<file path="config.mk">
export PLATFORM = sky130hd
export DESIGN_NAME = rs485_poll_master_flat
export DESIGN_NICKNAME = d
export VERILOG_FILES = /design/src/rtl/rs485_poll_master_if.sv /design/src/rtl/rs485_poll_master.sv /design/src/flat_wrapper.sv
export SDC_FILE = /design/constraint.sdc
export NUM_CORES = 1
export LEC_CHECK = 0
export CORE_UTILIZATION = 56
export DETAILED_ROUTE_END_ITERATION = 7
export DONT_BUFFER_PORTS = 1
export PLACE_DENSITY = 0.81
export SYNTH_ARGS = -nofsm -noshare
export SYNTH_HDL_FRONTEND = slang
export SYNTH_SLANG_ARGS = --single-unit
</file>
<file path="constraint.sdc">
create_clock -name clk -period 1.6 [get_ports clk]
set_input_delay 0.16 -clock clk [delete_from_list [all_inputs] [get_ports clk]]
set_output_delay 0.16 -clock clk [all_outputs]
set_load 0.05 [all_outputs]
</file>
<file path="src/rtl/rs485_poll_master_if.sv">
`default_nettype none
// ============================================================================
//  Module   : rs485_poll_master_if
//  Brief    : Host/line signal bundle for the RS485 poll master.
//  Revision : 1.0 - initial release
// ============================================================================
interface rs485_poll_master_if;
    logic       start;
    logic       rx;
    logic       tx;
    logic       tx_en;
    logic       busy;
    logic [7:0] rx_byte;
    logic       rx_valid;
    logic       done;
    logic       timeout_err;
    logic       frame_err;

    modport master (
        input  start,
        input  rx,
        output tx,
        output tx_en,
        output busy,
        output rx_byte,
        output rx_valid,
        output done,
        output timeout_err,
        output frame_err
    );

    modport slave (
        output start,
        output rx,
        input  tx,
        input  tx_en,
        input  busy,
        input  rx_byte,
        input  rx_valid,
        input  done,
        input  timeout_err,
        input  frame_err
    );
endinterface
`default_nettype wire

</file>
<file path="src/rtl/rs485_poll_master.sv">
`default_nettype none
// ============================================================================
//  Module   : rs485_poll_master
//  Brief    : Sends one poll frame, then collects RESP_BYTES response frames.
//  Revision : 1.0 - initial release
// ============================================================================
module rs485_poll_master #(
    parameter int         CLKS_PER_BIT   = 1,
    parameter logic [7:0] POLL_BYTE      = 8'h01,
    parameter int         RESP_BYTES     = 4,
    parameter int         TIMEOUT_CYCLES = 64
) (
    input  logic                clk,
    input  logic                rst_n,
    rs485_poll_master_if.master bus
);

    localparam int c_CNT_W = $clog2(CLKS_PER_BIT + 1);
    localparam int c_TO_W  = $clog2(TIMEOUT_CYCLES + 1);

    localparam logic [c_CNT_W-1:0] c_CPB_M1  = c_CNT_W'(CLKS_PER_BIT - 1);
    localparam logic [c_CNT_W-1:0] c_HALF    = c_CNT_W'(CLKS_PER_BIT / 2);
    localparam logic [c_CNT_W-1:0] c_RX_CNT0 = c_CNT_W'((CLKS_PER_BIT == 1) ? 0 : 1);
    localparam logic [c_TO_W-1:0]  c_TO_MAX  = c_TO_W'(TIMEOUT_CYCLES);
    localparam logic [7:0]         c_RESP    = 8'(RESP_BYTES);
    localparam logic               c_CPB_ONE = (CLKS_PER_BIT == 1);

    localparam logic [2:0] c_IDLE     = 3'd0;
    localparam logic [2:0] c_TX_START = 3'd1;
    localparam logic [2:0] c_TX_DATA  = 3'd2;
    localparam logic [2:0] c_TX_STOP  = 3'd3;
    localparam logic [2:0] c_RX_WAIT  = 3'd4;
    localparam logic [2:0] c_RX_START = 3'd5;
    localparam logic [2:0] c_RX_DATA  = 3'd6;
    localparam logic [2:0] c_RX_STOP  = 3'd7;

    logic [2:0]         r_state;
    logic [2:0]         w_state_nxt;
    logic               r_rx_meta;
    logic               r_rx_s;

    logic [c_CNT_W-1:0] r_clk_cnt;
    logic [c_CNT_W-1:0] w_clk_cnt_nxt;
    logic [2:0]         r_bit_idx;
    logic [2:0]         w_bit_idx_nxt;
    logic [c_TO_W-1:0]  r_to_cnt;
    logic [c_TO_W-1:0]  w_to_cnt_nxt;
    logic [c_TO_W-1:0]  w_to_inc;
    logic [7:0]         r_byte_cnt;
    logic [7:0]         w_byte_cnt_nxt;
    logic [7:0]         r_shift;
    logic [7:0]         w_shift_nxt;

    logic               r_tx;
    logic               w_tx_nxt;
    logic               r_tx_en;
    logic               w_tx_en_nxt;
    logic               r_busy;
    logic               w_busy_nxt;
    logic [7:0]         r_rx_byte;
    logic [7:0]         w_rx_byte_nxt;
    logic               r_rx_valid;
    logic               w_rx_valid_nxt;
    logic               r_done;
    logic               w_done_nxt;
    logic               r_timeout_err;
    logic               w_timeout_err_nxt;
    logic               r_frame_err;
    logic               w_frame_err_nxt;

    logic               w_bit_end;
    logic               w_rx_mid;
    logic               w_to_hit;
    logic               w_last_byte;

    assign w_bit_end   = (r_clk_cnt == c_CPB_M1);
    assign w_rx_mid    = (r_clk_cnt == c_HALF);
    assign w_to_inc    = r_to_cnt + 1'b1;
    assign w_to_hit    = (w_to_inc == c_TO_MAX);
    assign w_last_byte = ((r_byte_cnt + 8'd1) == c_RESP);

    // Line idles high, so the synchronizer resets to 1 to avoid a phantom start bit.
    always_ff @(posedge clk or negedge rst_n) begin : p_rx_sync
        if (!rst_n) begin
            r_rx_meta <= 1'b1;
            r_rx_s    <= 1'b1;
        end else begin
            r_rx_meta <= bus.rx;
            r_rx_s    <= r_rx_meta;
        end
    end

    always_ff @(posedge clk or negedge rst_n) begin : p_state_reg
        if (!rst_n) begin
            r_state <= c_IDLE;
        end else begin
            r_state <= w_state_nxt;
        end
    end

    always_comb begin : p_next_state
        w_state_nxt = r_state;
        case (r_state)
            c_IDLE:     if (bus.start) w_state_nxt = c_TX_START;
            c_TX_START: if (w_bit_end) w_state_nxt = c_TX_DATA;
            c_TX_DATA:  if (w_bit_end && (r_bit_idx == 3'd7)) w_state_nxt = c_TX_STOP;
            c_TX_STOP:  if (w_bit_end) w_state_nxt = c_RX_WAIT;
            c_RX_WAIT: begin
                // With one clock per bit the detecting cycle is the start bit, so no re-check.
                if (w_to_hit) begin
                    w_state_nxt = c_IDLE;
                end else if (!r_rx_s) begin
                    w_state_nxt = c_CPB_ONE ? c_RX_DATA : c_RX_START;
                end
            end
            c_RX_START: if (w_rx_mid) w_state_nxt = r_rx_s ? c_RX_WAIT : c_RX_DATA;
            c_RX_DATA:  if (w_bit_end && (r_bit_idx == 3'd7)) w_state_nxt = c_RX_STOP;
            c_RX_STOP:  if (w_bit_end) w_state_nxt = (r_rx_s && !w_last_byte) ? c_RX_WAIT : c_IDLE;
            default:    w_state_nxt = c_IDLE;
        endcase
    end

    always_comb begin : p_outputs
        w_clk_cnt_nxt     = r_clk_cnt;
        w_bit_idx_nxt     = r_bit_idx;
        w_to_cnt_nxt      = r_to_cnt;
        w_byte_cnt_nxt    = r_byte_cnt;
        w_shift_nxt       = r_shift;
        w_busy_nxt        = r_busy;
        w_rx_byte_nxt     = r_rx_byte;
        w_rx_valid_nxt    = 1'b0;
        w_done_nxt        = 1'b0;
        w_timeout_err_nxt = 1'b0;
        w_frame_err_nxt   = 1'b0;

        case (r_state)
            c_IDLE: begin
                if (bus.start) begin
                    w_busy_nxt    = 1'b1;
                    w_clk_cnt_nxt = '0;
                end
            end
            c_TX_START, c_TX_DATA, c_TX_STOP: begin
                if (w_bit_end) begin
                    w_clk_cnt_nxt = '0;
                    w_bit_idx_nxt = (r_state == c_TX_DATA) ? (r_bit_idx + 3'd1) : 3'd0;
                    if (r_state == c_TX_STOP) begin
                        w_byte_cnt_nxt = '0;
                        w_to_cnt_nxt   = '0;
                    end
                end else begin
                    w_clk_cnt_nxt = r_clk_cnt + 1'b1;
                end
            end
            c_RX_WAIT: begin
                if (w_to_hit) begin
                    w_to_cnt_nxt      = '0;
                    w_busy_nxt        = 1'b0;
                    w_done_nxt        = 1'b1;
                    w_timeout_err_nxt = 1'b1;
                end else begin
                    w_to_cnt_nxt = w_to_inc;
                    if (!r_rx_s) begin
                        w_clk_cnt_nxt = c_RX_CNT0;
                        w_bit_idx_nxt = 3'd0;
                    end
                end
            end
            c_RX_START: begin
                // Data sampling then lands CLKS_PER_BIT clocks after this mid-start sample.
                w_clk_cnt_nxt = w_rx_mid ? '0 : (r_clk_cnt + 1'b1);
            end
            c_RX_DATA: begin
                if (w_bit_end) begin
                    w_clk_cnt_nxt = '0;
                    w_shift_nxt   = {r_rx_s, r_shift[7:1]};
                    w_bit_idx_nxt = r_bit_idx + 3'd1;
                end else begin
                    w_clk_cnt_nxt = r_clk_cnt + 1'b1;
                end
            end
            c_RX_STOP: begin
                if (w_bit_end) begin
                    w_clk_cnt_nxt = '0;
                    if (r_rx_s) begin
                        w_rx_byte_nxt  = r_shift;
                        w_rx_valid_nxt = 1'b1;
                        w_byte_cnt_nxt = r_byte_cnt + 8'd1;
                        w_to_cnt_nxt   = '0;
                        if (w_last_byte) begin
                            w_done_nxt = 1'b1;
                            w_busy_nxt = 1'b0;
                        end
                    end else begin
                        w_frame_err_nxt = 1'b1;
                        w_done_nxt      = 1'b1;
                        w_busy_nxt      = 1'b0;
                    end
                end else begin
                    w_clk_cnt_nxt = r_clk_cnt + 1'b1;
                end
            end
            default: ;
        endcase

        // Line outputs follow the upcoming state so they change on the same edge as it.
        w_tx_nxt    = 1'b1;
        w_tx_en_nxt = 1'b0;
        case (w_state_nxt)
            c_TX_START: begin
                w_tx_nxt    = 1'b0;
                w_tx_en_nxt = 1'b1;
            end
            c_TX_DATA: begin
                w_tx_nxt    = POLL_BYTE[w_bit_idx_nxt];
                w_tx_en_nxt = 1'b1;
            end
            c_TX_STOP: w_tx_en_nxt = 1'b1;
            default: ;
        endcase
    end

    always_ff @(posedge clk or negedge rst_n) begin : p_data_reg
        if (!rst_n) begin
            r_clk_cnt     <= '0;
            r_bit_idx     <= '0;
            r_to_cnt      <= '0;
            r_byte_cnt    <= '0;
            r_shift       <= '0;
            r_tx          <= 1'b1;
            r_tx_en       <= 1'b0;
            r_busy        <= 1'b0;
            r_rx_byte     <= '0;
            r_rx_valid    <= 1'b0;
            r_done        <= 1'b0;
            r_timeout_err <= 1'b0;
            r_frame_err   <= 1'b0;
        end else begin
            r_clk_cnt     <= w_clk_cnt_nxt;
            r_bit_idx     <= w_bit_idx_nxt;
            r_to_cnt      <= w_to_cnt_nxt;
            r_byte_cnt    <= w_byte_cnt_nxt;
            r_shift       <= w_shift_nxt;
            r_tx          <= w_tx_nxt;
            r_tx_en       <= w_tx_en_nxt;
            r_busy        <= w_busy_nxt;
            r_rx_byte     <= w_rx_byte_nxt;
            r_rx_valid    <= w_rx_valid_nxt;
            r_done        <= w_done_nxt;
            r_timeout_err <= w_timeout_err_nxt;
            r_frame_err   <= w_frame_err_nxt;
        end
    end

    assign bus.tx          = r_tx;
    assign bus.tx_en       = r_tx_en;
    assign bus.busy        = r_busy;
    assign bus.rx_byte     = r_rx_byte;
    assign bus.rx_valid    = r_rx_valid;
    assign bus.done        = r_done;
    assign bus.timeout_err = r_timeout_err;
    assign bus.frame_err   = r_frame_err;

endmodule
`default_nettype wire

</file>
<file path="src/flat_wrapper.sv">
// flat-port wrapper written by rule: the top's interface ports become plain ports
module rs485_poll_master_flat 
#(
    parameter int         CLKS_PER_BIT   = 1,
    parameter logic [7:0] POLL_BYTE      = 8'h01,
    parameter int         RESP_BYTES     = 4,
    parameter int         TIMEOUT_CYCLES = 64
)
  (clk, rst_n, bus_start, bus_rx, bus_tx, bus_tx_en, bus_busy, bus_rx_byte, bus_rx_valid, bus_done, bus_timeout_err, bus_frame_err);
  rs485_poll_master_if bus_i ();
  input  logic clk;
  input  logic rst_n;
  input wire logic [$bits(bus_i.start)-1:0] bus_start;
  input wire logic [$bits(bus_i.rx)-1:0] bus_rx;
  output wire logic [$bits(bus_i.tx)-1:0] bus_tx;
  output wire logic [$bits(bus_i.tx_en)-1:0] bus_tx_en;
  output wire logic [$bits(bus_i.busy)-1:0] bus_busy;
  output wire logic [$bits(bus_i.rx_byte)-1:0] bus_rx_byte;
  output wire logic [$bits(bus_i.rx_valid)-1:0] bus_rx_valid;
  output wire logic [$bits(bus_i.done)-1:0] bus_done;
  output wire logic [$bits(bus_i.timeout_err)-1:0] bus_timeout_err;
  output wire logic [$bits(bus_i.frame_err)-1:0] bus_frame_err;
  assign bus_i.start = bus_start;
  assign bus_i.rx = bus_rx;
  assign bus_tx = bus_i.tx;
  assign bus_tx_en = bus_i.tx_en;
  assign bus_busy = bus_i.busy;
  assign bus_rx_byte = bus_i.rx_byte;
  assign bus_rx_valid = bus_i.rx_valid;
  assign bus_done = bus_i.done;
  assign bus_timeout_err = bus_i.timeout_err;
  assign bus_frame_err = bus_i.frame_err;
  rs485_poll_master #(.CLKS_PER_BIT(CLKS_PER_BIT), .POLL_BYTE(POLL_BYTE), .RESP_BYTES(RESP_BYTES), .TIMEOUT_CYCLES(TIMEOUT_CYCLES)) u_core (.clk(clk), .rst_n(rst_n), .bus(bus_i));
endmodule
</file>
; Word-level counts from Yosys, hierarchy flattened
; Memories as Yosys holds them, arrays and structs flattened.
; Index checks and enable logic that the tools add are counted.
[totals]
n_memories = 1
ff_bits = 47
inputBits = 4
wordCells = 116
rom_bits = 8
[op_classes]
n_reduce_logical = 16
n_mux = 55
eq_ne = 22
bitwise_logic = 1
magnitude_cmp = 1
addsub = 4
[mem_list]
columns = memory, depth, width, rd, rd_clocked_by_memory_dff, write_ports, line_no
row1 = (no name shown), 8, 1, 1, 0, 0, rs485_poll_master.sv:215  ; w_tx_nxt = POLL_BYTE[w_bit_idx_nxt];
[op_table]
columns = operator, n
row1 = $mux 3, 15
row2 = $mux 7, 5
row3 = $mux 8, 4
row4 = $pmux 3 s8, 1
row5 = $mux 1, 22
row6 = $pmux 7 s3, 1
row7 = $pmux 8 s2, 1
row8 = $eq 3x3->1 const B, 5
row9 = $reduce_and 5->1, 3
row10 = $eq 3x2->1 const B, 4
row11 = $ne 2x2->1 const B, 5
row12 = $pmux 3 s3, 1
row13 = $add 8x1->8 const B, 1
row14 = $eq 8x3->1 const B, 1
row15 = $add 7x1->7 const B, 1
row16 = $eq 7x7->1 const B, 1
row17 = $eq 3x1->1 const B, 2
row18 = $ne 2x1->1 const B, 3
row19 = $pmux 1 s3, 2
row20 = $reduce_and 3->1, 2
row21 = $reduce_bool 3->1, 2
row22 = $reduce_or 3->1, 2
row23 = $reduce_or 6->1, 1
row24 = $lt 3x4->1 const B, 1
row25 = other kinds (11), 13

; Logic depth before layout (Yosys ltp)
[logic_depth]
depth_word = 10
ltp_mapped = 7

; Worst setup path before layout
; No wires, ideal clock.
[synth_path]
kind = register -> register
startpoint = register u_core.r_byte_cnt[0]
endpoint = register u_core.r_tx (netlist: u_core.bus.tx)
arrival_ns = 1.647
synth_period_minus_slack_ns = 1.743
setup_slack_ns = -0.143
required_ns = 1.504
stages_incl_launch_ff = 7
n_path_buf = 0
path_cell_list = dfrtp_1 > ha_1 > or2b_2 > or4_1 > a21o_1 > o211ai_2 > o2111ai_1
[synth_via]
elab_chain_len = 9
[synth_lines]
columns = element, line_no
row1 = "start, declared", rs485_poll_master.sv:49  ; logic [7:0] r_byte_cnt;
row2 = "start signal, assigned", rs485_poll_master.sv:242  ; r_byte_cnt <= w_byte_cnt_nxt;
row3 = $add 8x1->8 *, rs485_poll_master.sv:80  ; assign w_last_byte = ((r_byte_cnt + 8'd1) == c_RESP);
row4 = $eq 8x3->1 *, rs485_poll_master.sv:80
row5 = $logic_not 1->1 *, rs485_poll_master.sv:118  ; c_RX_STOP: if (w_bit_end) w_state_nxt = (r_rx_s && !w_last_byte) ? c_RX_WAIT : c_IDLE;
row6 = $logic_and 1x1->1 *, rs485_poll_master.sv:118
row7 = $mux 3 * (2 in a row), rs485_poll_master.sv:118
row8 = $pmux 3 s8 *, rs485_poll_master.sv:103  ; case (r_state)
row9 = $eq 3x2->1 or $eq 3x1->1 (tied branches), rs485_poll_master.sv:209  ; case (w_state_nxt)
row10 = $pmux 1 s2 *, rs485_poll_master.sv:209
row11 = via u_core.w_tx_nxt, rs485_poll_master.sv:55  ; logic w_tx_nxt;
row12 = "end signal, assigned", rs485_poll_master.sv:244  ; r_tx <= w_tx_nxt;
row13 = "end, declared", rs485_poll_master.sv:54  ; logic r_tx;
; Mark *: on every way through the listed nets, which the timed path passes. The rest lies on a longest branch.
; A chain may end at the register's enable or synchronous reset.

; Final worst setup path
[layout_path]
startpoint = register u_core.r_byte_cnt[6]
endpoint = register u_core.r_tx (netlist: u_core.bus.tx)
; The elaborated chain is that of the path after synthesis.

==> run summary <==
Clock root buffer: clkbuf_8
Setup TNS: -426 ps
Fin area: 2490 um2
Die Wd: 63.3 um
Count of cell types in the netlist: 43
Initial antenna violation count: 0
Starting density of the core: 60.8%
Unrepaired setup endpoints after global routing: yes
Synth area leader: dfrtp_1
Gr busiest metal: met2
DRC viols: 0
Setup violations, final: 4
WHS Path Cells: 2
Post-Syn Area: 2110 um2
HPWL Detailed: 3010 um
# clock sinks: 46
DRT Pass-1 Iters: 4
Vias per cell: 5.70
Power per cell area: 1530 nW/um2
Crit end category: register
Synth warnings: 0
# H-tree levels: 2
TritonCTS clock tree: built
Pin count of the biggest net entering global routing: 47
Maximum clock path buffer count: 2
CP Class: reg2reg
Area post-placement: 2290 um2
Status: finished, violations left
Final worst slack: -119 ps
Critical Path Fanout Max: 3
Min Tclk post-route: 1720 ps
Area share of the leading cell type in the synthesized netlist: 51.1%
Routed WL: 4280 um
Top cells by area, synth: dfrtp_1 (51%), nand2_1 (7.5%), o21ai_0 (5.2%)
GRT Util Overall: 24.5%
I/O pins: 19
Post-DR wirelength/cell: 15.1 um
CTS Buf Count: 5
Final RePlAce weighted congestion: 0.837
Worst Path Arrival: 1940 ps
Slew @ Worst Pin: 530 ps
P_leak: 1.24 nW
Clk_skew: 10.7 ps
Start point of the worst hold path: bus_start
Vias in the first global route: 1685
Dominant cell by count in the synthesized netlist: dfrtp_1
Die area: 4010 um2
Crit path required time: 1820 ps
First-pass GRT wire length: 7620 um
# rows: 21
Core Area: 3470 um2
Hold Crit Class: in2reg
R2R Path Start: u_core.r_byte_cnt[6]
Reg2reg path depth: 5
Async set-reset flop share out of synthesis: 100%
Reg2reg end: u_core.bus.tx
Final #Nets: 244
Fmax: 582 MHz
Slew HR: 64.7%
Final hold viol count: 0
Slew Viols, Final: 0
Peak supply drop: 0.929 mV
Hold_ws: 50.8 ps
Later-pin clock latency in the skew report: 300 ps
Cells after synthesis: 206
Syn nets: 214
Die height: 63.3 um
PortBufs: 0
Grt met1 use: 31.9%
Dpl cells: 269
Total congestion overflow: 0
Post-Place Setup Slack: -108 ps
Sequential-to-total area share from yosys stat: 54.8%
Grt met2 use: 40.3%
Met3 Track Usage GR: 6.16%
Area Growth Syn to Fin: 18.4%
R2r setup slk: -120 ps
Synth cell count leaders: dfrtp_1 (43), nand2_1 (42), o21ai_0 (22)
DRT antenna net count: 0
Vias after detailed routing: 1612
Antenna fix cells: 0
Post-synth EDFFs: 0
Share of cells above drive strength 1: 26.2%
Failing checks: setup timing
WHS Endpoint: u_core.bus.busy
Syn Area/Cell: 10.2 um2
Drt first-iter violations: 72
Critical path launch point type: register
Post-Layout Cell Count: 283
Register bit total from synthesis: 46
Period Utilization, post-route: 107%
Total of max-cap violations: 0
Reg clk slew, reported paths: 90 ps
Top FF cell, synth: dfrtp_1
## layout by cell type, fill, tap and decap left out, types with 2 or more instances in the layout
master and count:
a211o_1 2, a21oi_1 3, a22o_1 3, a31oi_1 3, a32o_1 2, and2_1 2, and3_1 3, and3_2 2
buf_4 28, clkbuf_8 5, clkinv_2 2, dfrtp_1 42, dfstp_2 3, dlygate4sd3_1 2, ha_1 3, inv_1 6
mux2_2 7, nand2_1 42, nand2b_1 3, nand3_1 4, nand4_1 4, nor2_1 14, o211ai_1 2, o21ai_0 20
o21ai_1 3, xnor2_1 2
## critical path: stages (launching register included)
cell	delay (ps)
dfrtp_1	380
or3_1	360
or4_1	480
a21o_1	200
o211ai_2	80
o2111ai_1	130
## worst max-delay path by stage
stage	from	endpoint	slack, ps	depth (start not counted)
floorplan	u_core.r_byte_cnt[5]	u_core.bus.tx	-60	5
global placement	u_core.r_byte_cnt[6]	u_core.bus.tx	-100	5
detailed placement	u_core.r_byte_cnt[6]	u_core.bus.tx	-110	5
CTS	u_core.r_byte_cnt[6]	u_core.bus.tx	-130	5
global route	u_core.r_byte_cnt[5]	u_core.bus.tx	-190	5
finish	u_core.r_byte_cnt[6]	u_core.bus.tx	-120	5
## report_power, final
part | internal (mW) | switching [mW] | leakage (nW)
registers | 1.42 | 0.426 | 0.608
logic | 0.550 | 0.569 | 0.573
clock network | 0.460 | 0.382 | 0.0579
## flip-flops by register name, summed over array words and instances, names as in the netlist
name                    count
u_core.bus.rx_byte          8
u_core.r_byte_cnt           8
u_core.r_shift              8
u_core.r_to_cnt             7
u_core.r_bit_idx            3
u_core.r_state              3
u_core.bus.busy             1
u_core.bus.done             1
u_core.bus.frame_err        1
u_core.bus.rx_valid         1
u_core.bus.timeout_err      1
u_core.bus.tx               1
u_core.bus.tx_en            1
u_core.r_rx_meta            1
u_core.r_rx_s               1
## repair_timing
action | in CTS | in global routing
buffers inserted | 2 | 1
endpoints found under the setup margin | 7 | 13
cloned | 0 | 0
hold buffers | 3 | 0
resized for setup | 1 | 7
pin swaps | 2 | 7
endpoints found under the hold margin | 47 | 0
## through the flow
stage | power, mW | utilization [%]
2_1_floorplan | 2.56 | -
3_3_place_gp | 2.80 | 66.2
3_5_place_dp | 2.90 | 66.2
4_1_cts | 3.80 | 71.2
5_1_grt | 4.03 | 71.9
6_report | 3.81 | 71.9
## final cells by class
| cell class | instances | area (um2) |
|---|---|---|
| Clock buffer | 5 | 68.8 |
| Clock inverter | 3 | 40.0 |
| Fill cell | 244 | 973 |
| Inverter | 6 | 22.5 |
| Multi-Input combinational cell | 146 | 892 |
| Sequential cell | 46 | 1160 |
| Tap cell | 46 | 57.6 |
| Timing Repair Buffer | 31 | 258 |
## cells by family (layout without fill, tap and decap cells)
logic type / after synthesis / count (layout) / synth area share, %
fa+ha+maj: 4 / 4 / 2.38
flops: 46 / 46 / 54.8
mux: 7 / 7 / 3.74
xor+xnor: 3 / 3 / 1.25
simple gates: 84 / 84 / 18.8
buf+inv: 14 / 45 / 4.04
compound gates: 48 / 48 / 15.0
## layer usage
layer / routed length, um / part of all wire, %
met1: 1910 / 45
met2: 2140 / 50
met3: 176 / 4.1
met4: 53 / 1.2
met5: 0 / 0
(Power assumes the default switching activity.)
